**config.mk**
```make
export PLATFORM = sky130hd
export DESIGN_NAME = inport_responder
export DESIGN_NICKNAME = d
export VERILOG_FILES = /design/src/rtl/z80_io_pkg.sv /design/src/rtl/sync_2ff.sv /design/src/rtl/inport_responder.sv
export SDC_FILE = /design/constraint.sdc
export NUM_CORES = 1
export LEC_CHECK = 0
export ABC_CLOCK_PERIOD_IN_PS = 2000
export BUFFER_PORTS_ARGS = -buffer_cell sky130_fd_sc_hd__buf_2
export CORE_ASPECT_RATIO = 1.1
export CORE_MARGIN = 4
export CORE_UTILIZATION = 42
export DETAILED_ROUTE_END_ITERATION = 8
export GPL_TIMING_DRIVEN = 1
export PLACE_DENSITY = 0.71
export SYNTH_ARGS = -nofsm -noshare
export SYNTH_HDL_FRONTEND = slang
export SYNTH_SLANG_ARGS = --single-unit
```
**constraint.sdc**
```tcl
create_clock -name clock -period 2 [get_ports clock]
set_clock_uncertainty 0.1 [all_clocks]
set_input_delay 0 -clock clock [delete_from_list [all_inputs] [get_ports clock]]
set_output_delay 0 -clock clock [all_outputs]
set_load 0.01 [all_outputs]
```
**src/rtl/z80_io_pkg.sv**
```systemverilog
// rtl/z80_io_pkg.sv - shared Z80 I/O port constants, state and select types
//
// Purpose: common definitions for the Z80 I/O port blocks.
//   DATA_PORT_ADDR / STATUS_PORT_ADDR : default IN port addresses
//   CHANGED_BIT / OVERRUN_BIT         : flag positions in the status byte
//   state_t                           : IN-cycle responder states
//   sel_t                             : which port the current cycle reads
package z80_io_pkg;

  localparam logic [7:0] DATA_PORT_ADDR   = 8'hFE;
  localparam logic [7:0] STATUS_PORT_ADDR = 8'hFD;

  localparam int CHANGED_BIT = 7;
  localparam int OVERRUN_BIT = 6;

  typedef enum logic [1:0] {
    IDLE,
    WAIT,
    DRIVE
  } state_t;

  typedef enum logic {
    SEL_DATA,
    SEL_STATUS
  } sel_t;

  // Status byte layout: flags in the top bits, remaining bits read as zero.
  function automatic logic [7:0] status_byte(input logic changed, input logic overrun);
    logic [7:0] b;
    b              = 8'h00;
    b[CHANGED_BIT] = changed;
    b[OVERRUN_BIT] = overrun;
    return b;
  endfunction

endpackage

```
**src/rtl/sync_2ff.sv**
```systemverilog
// rtl/sync_2ff.sv - parameterized two-flop synchronizer
//
// Purpose: bring asynchronous inputs into the clk_i domain.
// Ports:
//   clk_i  : destination clock
//   rst_i  : asynchronous active-high reset, clears both stages
//   d_i    : asynchronous input bus
//   q_o    : synchronized bus, two clocks behind d_i
module sync_2ff #(
  parameter int WIDTH = 8
) (
  input  logic             clk_i,
  input  logic             rst_i,
  input  logic [WIDTH-1:0] d_i,
  output logic [WIDTH-1:0] q_o
);

  logic [WIDTH-1:0] meta_q;
  logic [WIDTH-1:0] sync_q;

  always_ff @(posedge clk_i or posedge rst_i) begin
    if (rst_i) begin
      meta_q <= '0;
      sync_q <= '0;
    end else begin
      meta_q <= d_i;
      sync_q <= meta_q;
    end
  end

  assign q_o = sync_q;

endmodule

```
**src/rtl/inport_responder.sv**
```systemverilog
// rtl/inport_responder.sv - Z80 IN-port responder for switch data and status
//
// Purpose: answers Z80 IN cycles on two ports, inserting WAIT states, and
// tracks change/overrun flags on eight synchronized switch inputs.
// Ports:
//   clock       : system clock, Z80 bus is synchronous to it
//   reset       : asynchronous active-high reset
//   address     : Z80 A0-A7, sampled only at the start of an IN cycle
//   n_iord      : active-low IORQ&RD strobe
//   switches    : asynchronous switch inputs
//   data_out    : byte for the CPU data-in mux (8'h00 when not driving)
//   data_out_en : high while data_out must be selected
//   n_wait      : active-low WAIT request
//   irq_pending : registered copy of the change flag
module inport_responder
  import z80_io_pkg::*;
#(
  parameter logic [7:0] DATA_PORT   = DATA_PORT_ADDR,
  parameter logic [7:0] STATUS_PORT = STATUS_PORT_ADDR,
  parameter int         WAIT_CYCLES = 2
) (
  input  logic       clock,
  input  logic       reset,
  input  logic [7:0] address,
  input  logic       n_iord,
  input  logic [7:0] switches,
  output logic [7:0] data_out,
  output logic       data_out_en,
  output logic       n_wait,
  output logic       irq_pending
);

  localparam logic [3:0] CNT_INIT = (WAIT_CYCLES > 0) ? 4'(WAIT_CYCLES - 1) : 4'd0;

  logic [7:0] sw_sync;
  logic [7:0] sw_prev_q;
  logic       changed_q, changed_d;
  logic       overrun_q, overrun_d;
  logic       n_iord_q;

  state_t     state_q;
  sel_t       sel_q;
  logic [7:0] data_q;
  logic [3:0] cnt_q;
  logic [7:0] data_out_q;
  logic       data_out_en_q;
  logic       n_wait_q;

  logic       start;
  logic       hit_data;
  logic       hit_status;
  logic [7:0] cap_byte;
  logic       chg;
  logic       drive_exit;
  logic       clr_changed;
  logic       clr_overrun;

  sync_2ff #(.WIDTH(8)) u_sync (
    .clk_i (clock),
    .rst_i (reset),
    .d_i   (switches),
    .q_o   (sw_sync)
  );

  always_comb begin
    start       = n_iord_q && !n_iord;
    hit_data    = (address == DATA_PORT);
    hit_status  = (address == STATUS_PORT);
    cap_byte    = hit_data ? sw_sync : status_byte(changed_q, overrun_q);
    chg         = (sw_sync != sw_prev_q);
    drive_exit  = (state_q == DRIVE) && n_iord;
    clr_changed = drive_exit && (sel_q == SEL_DATA);
    clr_overrun = drive_exit && (sel_q == SEL_STATUS);

    // A new change always wins over a read-clear in the same clock.
    changed_d = changed_q;
    overrun_d = overrun_q;
    if (clr_changed) changed_d = 1'b0;
    if (clr_overrun) overrun_d = 1'b0;
    if (chg) begin
      changed_d = 1'b1;
      if (changed_q) overrun_d = 1'b1;
    end
  end

  always_ff @(posedge clock or posedge reset) begin
    if (reset) begin
      sw_prev_q <= 8'h00;
      changed_q <= 1'b0;
      overrun_q <= 1'b0;
      n_iord_q  <= 1'b1;
    end else begin
      sw_prev_q <= sw_sync;
      changed_q <= changed_d;
      overrun_q <= overrun_d;
      n_iord_q  <= n_iord;
    end
  end

  always_ff @(posedge clock or posedge reset) begin
    if (reset) begin
      state_q       <= IDLE;
      sel_q         <= SEL_DATA;
      data_q        <= 8'h00;
      cnt_q         <= 4'd0;
      data_out_q    <= 8'h00;
      data_out_en_q <= 1'b0;
      n_wait_q      <= 1'b1;
    end else begin
      case (state_q)
        IDLE: begin
          // Only a falling strobe on a decoded address starts a cycle.
          if (start && (hit_data || hit_status)) begin
            data_q <= cap_byte;
            sel_q  <= hit_data ? SEL_DATA : SEL_STATUS;
            if (WAIT_CYCLES > 0) begin
              state_q  <= WAIT;
              n_wait_q <= 1'b0;
              cnt_q    <= CNT_INIT;
            end else begin
              state_q       <= DRIVE;
              data_out_q    <= cap_byte;
              data_out_en_q <= 1'b1;
            end
          end
        end
        WAIT: begin
          if (n_iord) begin
            // Aborted cycle: release WAIT, flags untouched.
            state_q  <= IDLE;
            n_wait_q <= 1'b1;
          end else if (cnt_q == 4'd0) begin
            state_q       <= DRIVE;
            n_wait_q      <= 1'b1;
            data_out_q    <= data_q;
            data_out_en_q <= 1'b1;
          end else begin
            cnt_q <= cnt_q - 4'd1;
          end
        end
        DRIVE: begin
          if (n_iord) begin
            state_q       <= IDLE;
            data_out_q    <= 8'h00;
            data_out_en_q <= 1'b0;
          end
        end
        default: begin
          state_q <= IDLE;
        end
      endcase
    end
  end

  assign data_out    = data_out_q;
  assign data_out_en = data_out_en_q;
  assign n_wait      = n_wait_q;
  assign irq_pending = changed_q;

endmodule

```
After elaboration in Yosys (flattened, before gate mapping)
Cells that the tools add are included.
{"block": "op_classes", "reduce_logical": 17, "mux": 27, "n_bitwise": 1, "eq_ne": 11, "n_addsub": 1}
{"operator": "8-bit two-way mux", "n": 4}
{"operator": "8-bit equality test, second input constant", "n": 2}
{"operator": "8-bit one-hot mux with 2 select lines", "n": 1}
{"operator": "4-bit two-way mux", "n": 3}
{"operator": "1-bit two-way mux", "n": 11}
{"operator": "2-bit != test, second input constant", "n": 5}
{"operator": "2-bit two-way mux", "n": 4}
{"operator": "8-bit != test", "n": 1}
{"operator": "4-bit one-hot mux with 2 select lines", "n": 1}
{"operator": "4-bit AND reduction", "n": 2}
{"operator": "2-bit one-hot mux with 3 select lines", "n": 1}
{"operator": "3-bit AND reduction", "n": 2}
{"operator": "2-bit nonzero test", "n": 3}
{"operator": "1-bit logical AND", "n": 5}
{"operator": "4-bit logical NOT", "n": 1}
{"operator": "1-bit one-hot mux with 2 select lines", "n": 2}
{"operator": "4-bit by 1-bit subtractor with 4-bit output, second input constant", "n": 1}
{"operator": "3-bit != test, second input constant", "n": 1}
{"operator": "2-bit by 1-bit equality test with 1-bit output, second input constant", "n": 1}
{"operator": "2-bit equality test, second input constant", "n": 1}
{"operator": "2-bit logical NOT", "n": 1}
{"operator": "2-bit AND reduction", "n": 1}
{"operator": "1-bit logical NOT", "n": 1}
{"operator": "1-bit logical OR", "n": 1}
{"operator": "1-bit inverter", "n": 1}
{"block": "totals", "wordCells": 70, "out_inout_bits": 11, "in_bits": 19, "regBits": 52}

Depth between registers and ports, before layout
{"block": "depth", "depth_word": 6, "mapped_depth": 7}

Cells and area by module
A second synthesis with hierarchy kept.
{"block": "hier_totals", "cells_unflattened": 167, "hier_area_um2": 1955.6}
{"mod": "inport_responder", "cells_each": 150, "n_inst": 1, "area_per_inst_um2": 1551.5, "seq_area_each_um2": 903.4}
{"mod": "sync_2ff", "cells_each": 17, "n_inst": 1, "area_per_inst_um2": 404.1, "seq_area_each_um2": 400.4}

Worst setup path before layout
Ideal clock, no wire load.
{"block": "synth_path", "path_kind": "register -> register", "startpoint": "reg cnt_q[0]", "endpoint": "reg cnt_q[1]", "arrival_ps": 1540, "synth_period_minus_slack_ps": 1765, "t_required_ps": 1775, "path_slack_ps": 235, "path_stages_with_launch": 7, "cell_sequence": "dfrtp_1 > inv_1 > ha_1 > or3b_4 > and2_4 > nand2b_4 > mux2_4"}
{"block": "synth_via", "elab_chain_cells": 4, "elab_cells_between_ends": 7}
{"item": "start, declared", "line_no": "inport_responder.sv:44", "rtl": "logic [3:0] cnt_q;"}
{"item": "start signal, assigned", "line_no": "inport_responder.sv:138", "rtl": "cnt_q <= cnt_q - 4'd1;"}
{"item": "4-bit by 1-bit subtractor with 4-bit output", "line_no": "inport_responder.sv:138"}
{"item": "4-bit two-way mux", "line_no": "inport_responder.sv:132", "rtl": "end else if (cnt_q == 4'd0) begin"}
{"item": "4-bit two-way mux", "line_no": "inport_responder.sv:128", "rtl": "if (n_iord) begin"}
{"item": "4-bit one-hot mux with 2 select lines", "line_no": "inport_responder.sv:110", "rtl": "case (state_q)"}
Parallel ways exist; a longest one is shown, timed or not. The select of a mux whose other input is x is not followed.
A chain may end at the register's enable or synchronous reset.

Worst setup path after layout
Same ends and word-level chain as after synthesis.

==> impl_results.md <==
* CTS tree: yes
* GRT Max-Usage Layer: met2
* Core area at 4440 sq um
* Fraction of layout cells with a size suffix above 1 at 25.7%
* Top Ports at 30
* Worst-path fanout max at 5
* Port Buf Inserts at 29
* Max VDD drop at 470 uV
* Synthesized Nets at 178
* First DRT Iteration DRCs at 42
* Final ANT Viol Nets at 0
* FF/Latch Area at 1300 sq um
* CTS root buffer: clkbuf_8
* Final net count at 222
* M2 GR Usage at 18.0%
* # rows at 25
* Via-to-Cell Ratio at 4.67
* Vias in the first global route at 1184
* Tot Pwr at 1.79 mW
* GP Congestion at 0.779
* Dpl hpwl at 2180 um
* Period utilization at 92.2%
* Largest net degree at the start of global routing at 37
* MaxCap Viol Count at 0
* Worst Tran Pin Value at 0.681 ns
* Num CTS Buffers at 5
* Crit. End Element: flip-flop
* Hold Vio Cnt, Final at 0
* Status: completed
* Tot GR Track Use at 11.7%
* Synthesis Warnings at 0
* Syn Inst Count at 157
* Minimum clock period at 1.84 ns
* Pwr dens at 753 nW/um^2
* Total wire length at 2980 um
* R2R depth at 6
* Multiplexer share of the synthesized area at 2.27%
* Synth top area cells: dfrtp_1, nand2_1, xnor2_1
* Grt met1 use at 14.9%
* # fillers at 385
* First drt pass iteration count at 4
* Clock-pin slew on the worst setup and hold paths at 0.09 ns
* Hold path depth at 5
* Final setup fails at 0
* CTS Hold Bufs at 10
* Max-slew violations at 0
* Adder-cell share of the synthesized area at 1.26%
* H-tree depth at 2
* Seq/Total Area, Yosys at 65.8%
* Initial antenna violation count at 0
* Synth Area in Simple Gates at 18.2%
* Post-CTS Setup Repair Bufs at 0
* Synth Area in Compound Gates at 4.92%
* Most frequent cell after synthesis: dfrtp_1
* Yosys reg bits at 52
* Hold WS at 0.0668 ns
* Post-synth ARST share at 100%
* Worst EP required at 2.09 ns
* Worst setup SP type: flip-flop
* Top cells by count, synth: dfrtp_1, nand2_1, nand3_1
* Die Width at 73.5 um
* Residual DRC count at 0
* Final Non-Filler Cells at 256
* Die height at 80.0 um
* Setup TNS Final at 0 ns
* Post-synth top area share at 63.1%
* Dpl cells at 238
* Clock sinks at 52
* Layout Area Growth over Synthesis at 20.1%
* Die Area at 5880 sq um
* RSZ-0062 raised after global routing: no
* Via count at 1196
* Number of synthesized flops with an enable pin at 0
* Post-CTS resize count at 0
* Area occupied by multi-input gates at 634 sq um
* Area of the mapped netlist at 1980 sq um
* Yosys cell types at 34
* Xor/xnor cell area share of the yosys netlist at 5.30%
* Per-cell routed wire length at 11.7 um
* Avg Inst Size Synth at 12.6 sq um
* Diode count at 0
* CTS max path bufs at 2
* Setup Crit Path Kind: flip-flop to flip-flop
* First-pass GRT wire length at 5220 um
* Grt ovf at 0
* Max transition margin at 54.5%
* Worst skew pair latency at 0.30 ns
* Worst EP arrival at 1.94 ns
* Largest area contributor in the netlist: dfrtp_1
* Initial Util at 44.6%
* Min-Delay Path Class: primary input to flip-flop
* Main combinational cell family by area after synthesis: simple AND/OR/NAND/NOR gates
* Most used DFF post-synth: dfrtp_1
* Fmax at 542 MHz
* Grt met3 use at 4.03%
* Leak at 1.14 nW
critical path, cell delays in order, from the launching register on:
cell and delay, ns:
dfrtp_1 0.41, inv_1 0.09, ha_1 0.13, or3b_4 0.39
and2_4 0.17, nand2b_4 0.15, mux2_4 0.29
logic make-up after synthesis:
logic type,count (synthesis)
xor gates and xnor gates,12
DFF,52
and+or+nand+nor,64
buffers and inverters,9
adders and majority gates,2
muxes,4
AOI/OAI and AO/OA,14
final timing paths:
check	start	endpoint	slack [ns]
max	cnt_q[0]	cnt_q[1]	0.16
min	address[0]	n_wait	0.07
max reg2reg	cnt_q[0]	cnt_q[1]	0.16
min reg2reg	u_sync.meta_q[5]	u_sync.q_o[5]	0.25
max in group asynchronous	reset	data_q[5]	0.95
min in group asynchronous	reset	u_sync.q_o[3]	0.24
through the flow:
step	util (%)	worst slack [ns]	instance area, sq um
global route	53.6	0.0666	2380
global placement	49.3	0.194	2190
finish	53.6	0.157	2380
CTS	53.6	0.152	2380
floorplan	-	0.235	1980
detailed placement	49.3	0.161	2190
state kept, by name, summed over array words and instances (netlist names):
register and count:
data_out 8, data_q 8, sw_prev_q 8, u_sync.meta_q 8
u_sync.q_o 8, cnt_q 4, state_q 2, data_out_en 1
irq_pending 1, n_iord_q 1, n_wait 1, overrun_q 1
sel_q 1
routing by layer:
metal	wire length, um	up-vias
li1	-	608
met1	1360	563
met2	1430	21
met3	149	4
met4	45	0
met5	0	-
layout make-up:
type                    instances  share of cell area, %
repair buffers                 42                   11.3
clock buffers                   5                   2.89
well taps                      54                   2.84
clock inverters                 3                  0.946
flip-flops and latches         52                   54.8
multi-input cells              96                   26.7
inverters                       4                  0.631
power by group:
part	switching, mW	leakage (nW)	total [mW]	internal, mW
Sequential	0.0189	0.647	1.11	1.09
Clock	0.332	0.0485	0.583	0.251
Combinational	0.0484	0.441	0.103	0.0549
layout by cell type, fill, tap and decap left out, drive strengths merged:
master and count:
dfrtp 50, buf 32, nand2 24, nand3 11, dlygate4sd3 10, xnor2 9, and2 8, a31o 6
o21ai 6, nor2 5, clkbuf 5, inv 5, xor2 3, mux2i 3, nand2b 3, nor3 3
nand4 3, ha 2, dfstp 2, clkinv 2, or3b 1, nor3b 1, and4 1, and4b 1
nor4b 1, o31ai 1, nand3b 1, and2b 1, o21a 1, mux2 1
Power figures use the tool's default switching activity.
